===== config.mk =====
export PLATFORM = sky130hd
export DESIGN_NAME = serial_sub_n_flat
export DESIGN_NICKNAME = d
export VERILOG_FILES = /design/src/rtl/serial_sub_n_if.sv /design/src/rtl/serial_sub_n.sv /design/src/flat_wrapper.sv
export SDC_FILE = /design/constraint.sdc
export NUM_CORES = 1
export LEC_CHECK = 0
export CAP_MARGIN = 20
export CORE_ASPECT_RATIO = 1.1
export CORE_MARGIN = 8
export CORE_UTILIZATION = 45
export CTS_BUF_LIST = sky130_fd_sc_hd__clkbuf_4 sky130_fd_sc_hd__clkbuf_8
export DETAILED_ROUTE_END_ITERATION = 10
export PLACE_DENSITY = 0.68
export SETUP_SLACK_MARGIN = 0.3
export SLEW_MARGIN = 5
export SYNTH_ARGS = -nofsm -noshare
export SYNTH_HDL_FRONTEND = slang
export SYNTH_SLANG_ARGS = --single-unit
export TNS_END_PERCENT = 5

===== constraint.sdc =====
create_clock -name clk -period 2.7 [get_ports clk]
set_input_delay 0.54 -clock clk [delete_from_list [all_inputs] [get_ports clk]]
set_output_delay 0.54 -clock clk [all_outputs]
set_load 0.005 [all_outputs]

===== src/rtl/serial_sub_n_if.sv =====
// Bundle of the serial subtractor's start/operand/result signals.
// The master side issues operands and start; the slave side is the subtractor.
interface serial_sub_n_if #(
  parameter int WIDTH = 8
);
  logic             start;
  logic [WIDTH-1:0] a;
  logic [WIDTH-1:0] b;
  logic             bin;
  logic             busy;
  logic             done;
  logic [WIDTH-1:0] diff;
  logic             bout;
  logic             ovf;

  modport master (
    output start, a, b, bin,
    input  busy, done, diff, bout, ovf
  );

  modport slave (
    input  start, a, b, bin,
    output busy, done, diff, bout, ovf
  );
endinterface


===== src/rtl/serial_sub_n.sv =====
// Serial subtractor: computes a - b - bin over WIDTH/BPC clock cycles,
// BPC bits per cycle, LSB slice first, borrow carried between slices in a
// register. Visible results only change on the final slice; partial
// difference bits accumulate in an internal shift register.
module serial_sub_n #(
  parameter int WIDTH = 8,
  parameter int BPC   = 1
) (
  input  logic          clk,
  input  logic          rst,
  serial_sub_n_if.slave bus
);

  localparam int N  = WIDTH / BPC;
  localparam int CW = (N > 1) ? $clog2(N) : 1;
  localparam logic [CW-1:0] LAST = CW'(N - 1);

  localparam logic [1:0] IDLE = 2'd0;
  localparam logic [1:0] RUN  = 2'd1;
  localparam logic [1:0] DONE = 2'd2;

  logic [1:0]       state;
  logic [WIDTH-1:0] a_sh;      // captured minuend, shifted right each slice
  logic [WIDTH-1:0] b_sh;      // captured subtrahend, shifted right each slice
  logic [WIDTH-1:0] acc;       // partial difference, filled from the top
  logic             borrow;    // borrow carried into the next slice
  logic [CW-1:0]    cnt;       // slice index within the RUN phase
  logic [WIDTH-1:0] diff_q;
  logic             bout_q;
  logic             ovf_q;

  // Per-slice ripple: c[0] is the carried borrow, c[BPC] leaves the slice.
  logic [BPC:0]         c;
  logic [BPC-1:0]       d;
  logic [WIDTH+BPC-1:0] acc_cat;
  logic [WIDTH-1:0]     acc_next;

  assign c[0] = borrow;

  for (genvar gi = 0; gi < BPC; gi++) begin : g_bit
    assign d[gi]     = a_sh[gi] ^ b_sh[gi] ^ c[gi];
    assign c[gi + 1] = (~a_sh[gi] & b_sh[gi]) | (~a_sh[gi] & c[gi]) | (b_sh[gi] & c[gi]);
  end

  // New slice bits enter at the top so the LSB slice ends up at bit 0
  // after N shifts; the concatenation keeps this valid even when BPC == WIDTH.
  assign acc_cat  = {d, acc};
  assign acc_next = acc_cat[WIDTH+BPC-1:BPC];

  // FSM, operand capture, slice processing and result registers.
  always_ff @(posedge clk or posedge rst) begin
    if (rst) begin
      state  <= IDLE;
      a_sh   <= '0;
      b_sh   <= '0;
      acc    <= '0;
      borrow <= 1'b0;
      cnt    <= '0;
      diff_q <= '0;
      bout_q <= 1'b0;
      ovf_q  <= 1'b0;
    end else begin
      case (state)
        IDLE: begin
          if (bus.start) begin
            a_sh   <= bus.a;
            b_sh   <= bus.b;
            borrow <= bus.bin;
            acc    <= '0;
            cnt    <= '0;
            state  <= RUN;
          end
        end
        RUN: begin
          a_sh   <= a_sh >> BPC;
          b_sh   <= b_sh >> BPC;
          borrow <= c[BPC];
          acc    <= acc_next;
          cnt    <= cnt + 1'b1;
          if (cnt == LAST) begin
            state  <= DONE;
            diff_q <= acc_next;
            bout_q <= c[BPC];
            // Signed overflow: borrow into the MSB differs from borrow out.
            ovf_q  <= c[BPC-1] ^ c[BPC];
          end
        end
        DONE: state <= IDLE;
        default: state <= IDLE;
      endcase
    end
  end

  assign bus.busy = (state == RUN);
  assign bus.done = (state == DONE);
  assign bus.diff = diff_q;
  assign bus.bout = bout_q;
  assign bus.ovf  = ovf_q;

endmodule


===== src/flat_wrapper.sv =====
// flat-port wrapper written by rule: the top's interface ports become plain ports
module serial_sub_n_flat 
#(
  parameter int WIDTH = 8,
  parameter int BPC   = 1
)
  (clk, rst, bus_start, bus_a, bus_b, bus_bin, bus_busy, bus_done, bus_diff, bus_bout, bus_ovf);
  serial_sub_n_if #(.WIDTH(WIDTH)) bus_i ();
  input  logic clk;
  input  logic rst;
  input wire logic [$bits(bus_i.start)-1:0] bus_start;
  input wire logic [$bits(bus_i.a)-1:0] bus_a;
  input wire logic [$bits(bus_i.b)-1:0] bus_b;
  input wire logic [$bits(bus_i.bin)-1:0] bus_bin;
  output wire logic [$bits(bus_i.busy)-1:0] bus_busy;
  output wire logic [$bits(bus_i.done)-1:0] bus_done;
  output wire logic [$bits(bus_i.diff)-1:0] bus_diff;
  output wire logic [$bits(bus_i.bout)-1:0] bus_bout;
  output wire logic [$bits(bus_i.ovf)-1:0] bus_ovf;
  assign bus_i.start = bus_start;
  assign bus_i.a = bus_a;
  assign bus_i.b = bus_b;
  assign bus_i.bin = bus_bin;
  assign bus_busy = bus_i.busy;
  assign bus_done = bus_i.done;
  assign bus_diff = bus_i.diff;
  assign bus_bout = bus_i.bout;
  assign bus_ovf = bus_i.ovf;
  serial_sub_n #(.WIDTH(WIDTH), .BPC(BPC)) u_core (.clk(clk), .rst(rst), .bus(bus_i));
endmodule

==> Flow_metrics.wiki <==
{| class="wikitable"
! Metric !! Value
|-
| Setup TNS || 0 ns
|-
| Detailed-routing iteration count for the pre-antenna-repair pass || 4
|-
| Root buffer cell || sky130_fd_sc_hd__clkbuf_8
|-
| Maximum vdd drop || 0.516 mV
|-
| Layout cells sized above 1 || about 15%
|-
| Cells after DPL || between 200 and 250
|-
| Slew @ Worst Pin || ~0.63 ns
|-
| Result of the run || finished clean
|-
| ANT cells || 0
|-
| Clock transition at the register clock pins on the worst setup and hold paths after CTS || approximately 0.070 ns
|-
| Sink count of the clock tree || 39
|-
| Antenna-violating nets left || 0
|-
| Share of the yosys chip area belonging to registers || 53.9%
|-
| Highest-delay cell along the critical path || sky130_fd_sc_hd__clkdlybuf4s50_1
|-
| Cell chain of the critical path || nand2b_2, inv_2, clkdlybuf4s50_1
|-
| Maximum number of pins on one net before global-route repair || 40
|-
| Crit path to || bus_busy
|-
| Static leakage || between 0.0009 and 0.001 uW
|-
| Post-CTS Resized || 0
|-
| Maximum cell stage delay along the critical path || approximately 0.55 ns
|-
| Cells after synthesis || between 100 and 150
|-
| Max-cap viol count || 0
|-
| Power density over the cells || about 1100 nW/um2
|-
| Netlist area before placement || about 1800 um2
|-
| Worst-path fanout max || 12
|-
| Buffers inserted by post-CTS timing repair || 0
|-
| Post-synthesis area per instance || between 10 and 15 um2
|-
| Yosys warning count || 0
|-
| Worst skew pair latency || just under 0.3 ns
|-
| Largest clock skew in the final design || just over 0.004 ns
|-
| Number of cell rows || 24
|-
| Boundary pin count || 32
|-
| Final instance count without filler cells || ~230
|-
| Final Hold Vio Count || 0
|-
| Minimum period implied by the final worst setup slack || approximately 2.2 ns
|-
| RR Endpoint || u_core.bus.diff[6]$_DFFE_PP0P_
|-
| Number of buffers added by the clock tree synthesis step || 5
|-
| Number of max-slew violations in the final report || 0
|-
| DR WL/cell || between 15 and 20 um
|-
| Count of different cell masters after synthesis || 28
|-
| Buffers from clock root to sink, at most || 2
|-
| Fraction of the cycle the final worst path needs || between 80 and 90%
|-
| Post-Route Hold Slack || 0.488 ns
|-
| DIE AREA || around 6300 um2
|-
| Type of the tightest min-delay check || reg2reg
|-
| Slack of the worst reg-to-reg path || between 0.9 and 1 ns
|-
| Vias in the first global route || ~1,300
|-
| Vias per cell || 5.30
|-
| Number of buffers inserted for hold repair after clock tree synthesis || 0
|-
| Antenna violations before repair || 0
|-
| Area growth, synth to finish || 22.5%
|-
| 1st-iter DRT viols || 45
|-
| Number of synthesized flops with an enable pin || 0
|-
| Total power || ~2300 uW
|-
| Height of the chip || about 83 um
|-
| Critical register-to-register path startpoint || u_core.cnt[0]$_DFFE_PP0P_
|-
| Sort of element at the start of the critical path || flip-flop
|-
| Crit. Startpoint || u_core.state[0]$_DFFE_PP0P_
|-
| All-Layer GR Usage || between 10% and 20%
|-
| Number of port buffers || 31
|-
| Setup repair after global routing missed its margin || false
|-
| Endpoint type of the worst setup path || primary output
|-
| H-tree depth || 2
|-
| Grt total ovfl || 0
|-
| Core footprint || 3900 um2
|-
| Overall routed net length || 3470 um
|-
| Worst reg-to-reg path cell count || 4
|-
| Fmax || 448 MHz
|-
| Fraction of registers with async set or reset after synthesis || between 90% and 100%
|-
| Weighted congestion at the end of routability-driven global placement || about 0.74
|-
| Worst rel slew slack || 57.6%
|-
| Setup Crit Path Kind || reg2out
|-
| Crit path arrival time || between 1.5 and 2 ns
|-
| Vias after detailed routing || between 1,000 and 1,500
|-
| Effective utilization at floorplan || 46.4%
|-
| TritonCTS clock tree || yes
|-
| Final setup viols || 0
|-
| Most used flip-flop cell after synthesis || sky130_fd_sc_hd__dfrtp_1
|-
| Global-route wire length before repair || just under 6000 um
|-
| FF+latch count, synth || 39
|-
| Endpoint required time on the critical path || between 2 and 2.5 ns
|-
| Chip Width || ~77 um
|-
| Post-DP HPWL || around 2300 um
|-
| Layout filler cell count || 350
|-
| DRC violations left || 0
|-
| Syn nets || approximately 170
|-
| Final Net Count || between 150 and 200
|}
==> critical path, delay by kind of cell, from the launching register on <==
kind	cells	cell delay, ns
flops	1	0.51
simple gates	1	0.13
buf+inv	2	0.77
==> through the flow <==
step | setup slack, ns | instance area [um2] | util (%)
global route | 0.341 | 2220 | 56.9
finish | 0.466 | 2220 | 56.9
global placement | 0.511 | 2130 | 54.6
CTS | 0.425 | 2220 | 56.9
detailed placement | 0.441 | 2130 | 54.6
floorplan | 1.25 | 1810 | -
==> flip-flops by register name, indices dropped and copies added (netlist names) <==
signal,flops
u_core.bus.ovf,1
u_core.bus.bout,1
u_core.b_sh,8
u_core.bus.diff,8
u_core.acc,7
u_core.state,2
u_core.a_sh,8
u_core.cnt,3
u_core.borrow,1
==> routing by layer <==
layer / global-route usage, % / up-vias / part of all wire (%)
met5: 0 / - / 0
met4: 5.77 / 0 / 1.6
met3: 4.76 / 4 / 5.8
met2: 19.1 / 30 / 46
met1: 13.6 / 589 / 47
li1: - / 580 / -
==> power breakdown <==
| group | switching [uW] | internal [uW] |
|---|---|---|
| combinational | 416 | 524 |
| clock | 193 | 190 |
| sequential | 160 | 857 |
| total | 769 | 1570 |
==> cells by family after synthesis <==
family | after synthesis | share of synthesized area (%)
AO/OA/AOI/OAI | 29 | 14.2
XOR/XNOR | 1 | 0.484
adder cells (fa/ha/maj) | 3 | 2.49
buffers and inverters | 31 | 8.08
flip-flops | 39 | 53.9
multiplexers | 11 | 6.70
AND/OR/NAND/NOR | 32 | 14.2
==> cell usage after synthesis (all sizes together), types with 2 or more instances <==
master	number	area, um2
nand2b	3	21.3
buf	12	75.1
mux2	9	101
a22o	10	87.6
dfrtp	39	976
nor4b	14	123
inv	18	67.6
ha	2	25.0
a211oi	11	82.6
mux2i	2	20.0
a221oi	3	32.5
nor3b	12	90.1
==> cell usage in the layout, fill, tap and decap left out, drive strengths merged, types with 2 or more instances in the layout <==
cell           count
dfrtp             39
clkdlybuf4s50     31
inv               18
nor4b             14
nor3b             12
a211oi            11
a22o              10
mux2               9
clkbuf             6
buf                3
nand2b             3
a221oi             3
mux2i              2
ha                 2
==> worst min-delay path by stage <==
stage	to	cells after the start	slack (ns)	startpoint
floorplan	u_core.cnt[0]$_DFFE_PP0P_	1	0.46	u_core.cnt[0]$_DFFE_PP0P_
CTS	u_core.cnt[0]$_DFFE_PP0P_	1	0.50	u_core.cnt[0]$_DFFE_PP0P_
finish	u_core.cnt[0]$_DFFE_PP0P_	1	0.49	u_core.cnt[0]$_DFFE_PP0P_
detailed placement	u_core.cnt[0]$_DFFE_PP0P_	1	0.48	u_core.cnt[0]$_DFFE_PP0P_
global placement	u_core.cnt[0]$_DFFE_PP0P_	1	0.48	u_core.cnt[0]$_DFFE_PP0P_
global route	u_core.cnt[0]$_DFFE_PP0P_	1	0.51	u_core.cnt[0]$_DFFE_PP0P_
==> final cells by class <==
cell class              instances  area (um2)  area share, %
clock buffers                   6        76.3           3.44
clock inverters                 2        12.5          0.564
inverters                      18        67.6           3.04
multi-input cells              76         689           31.1
flip-flops and latches         39         976           44.0
well taps                      52        65.1           2.93
repair buffers                 34         333           15.0
(Power assumes the default switching activity.)
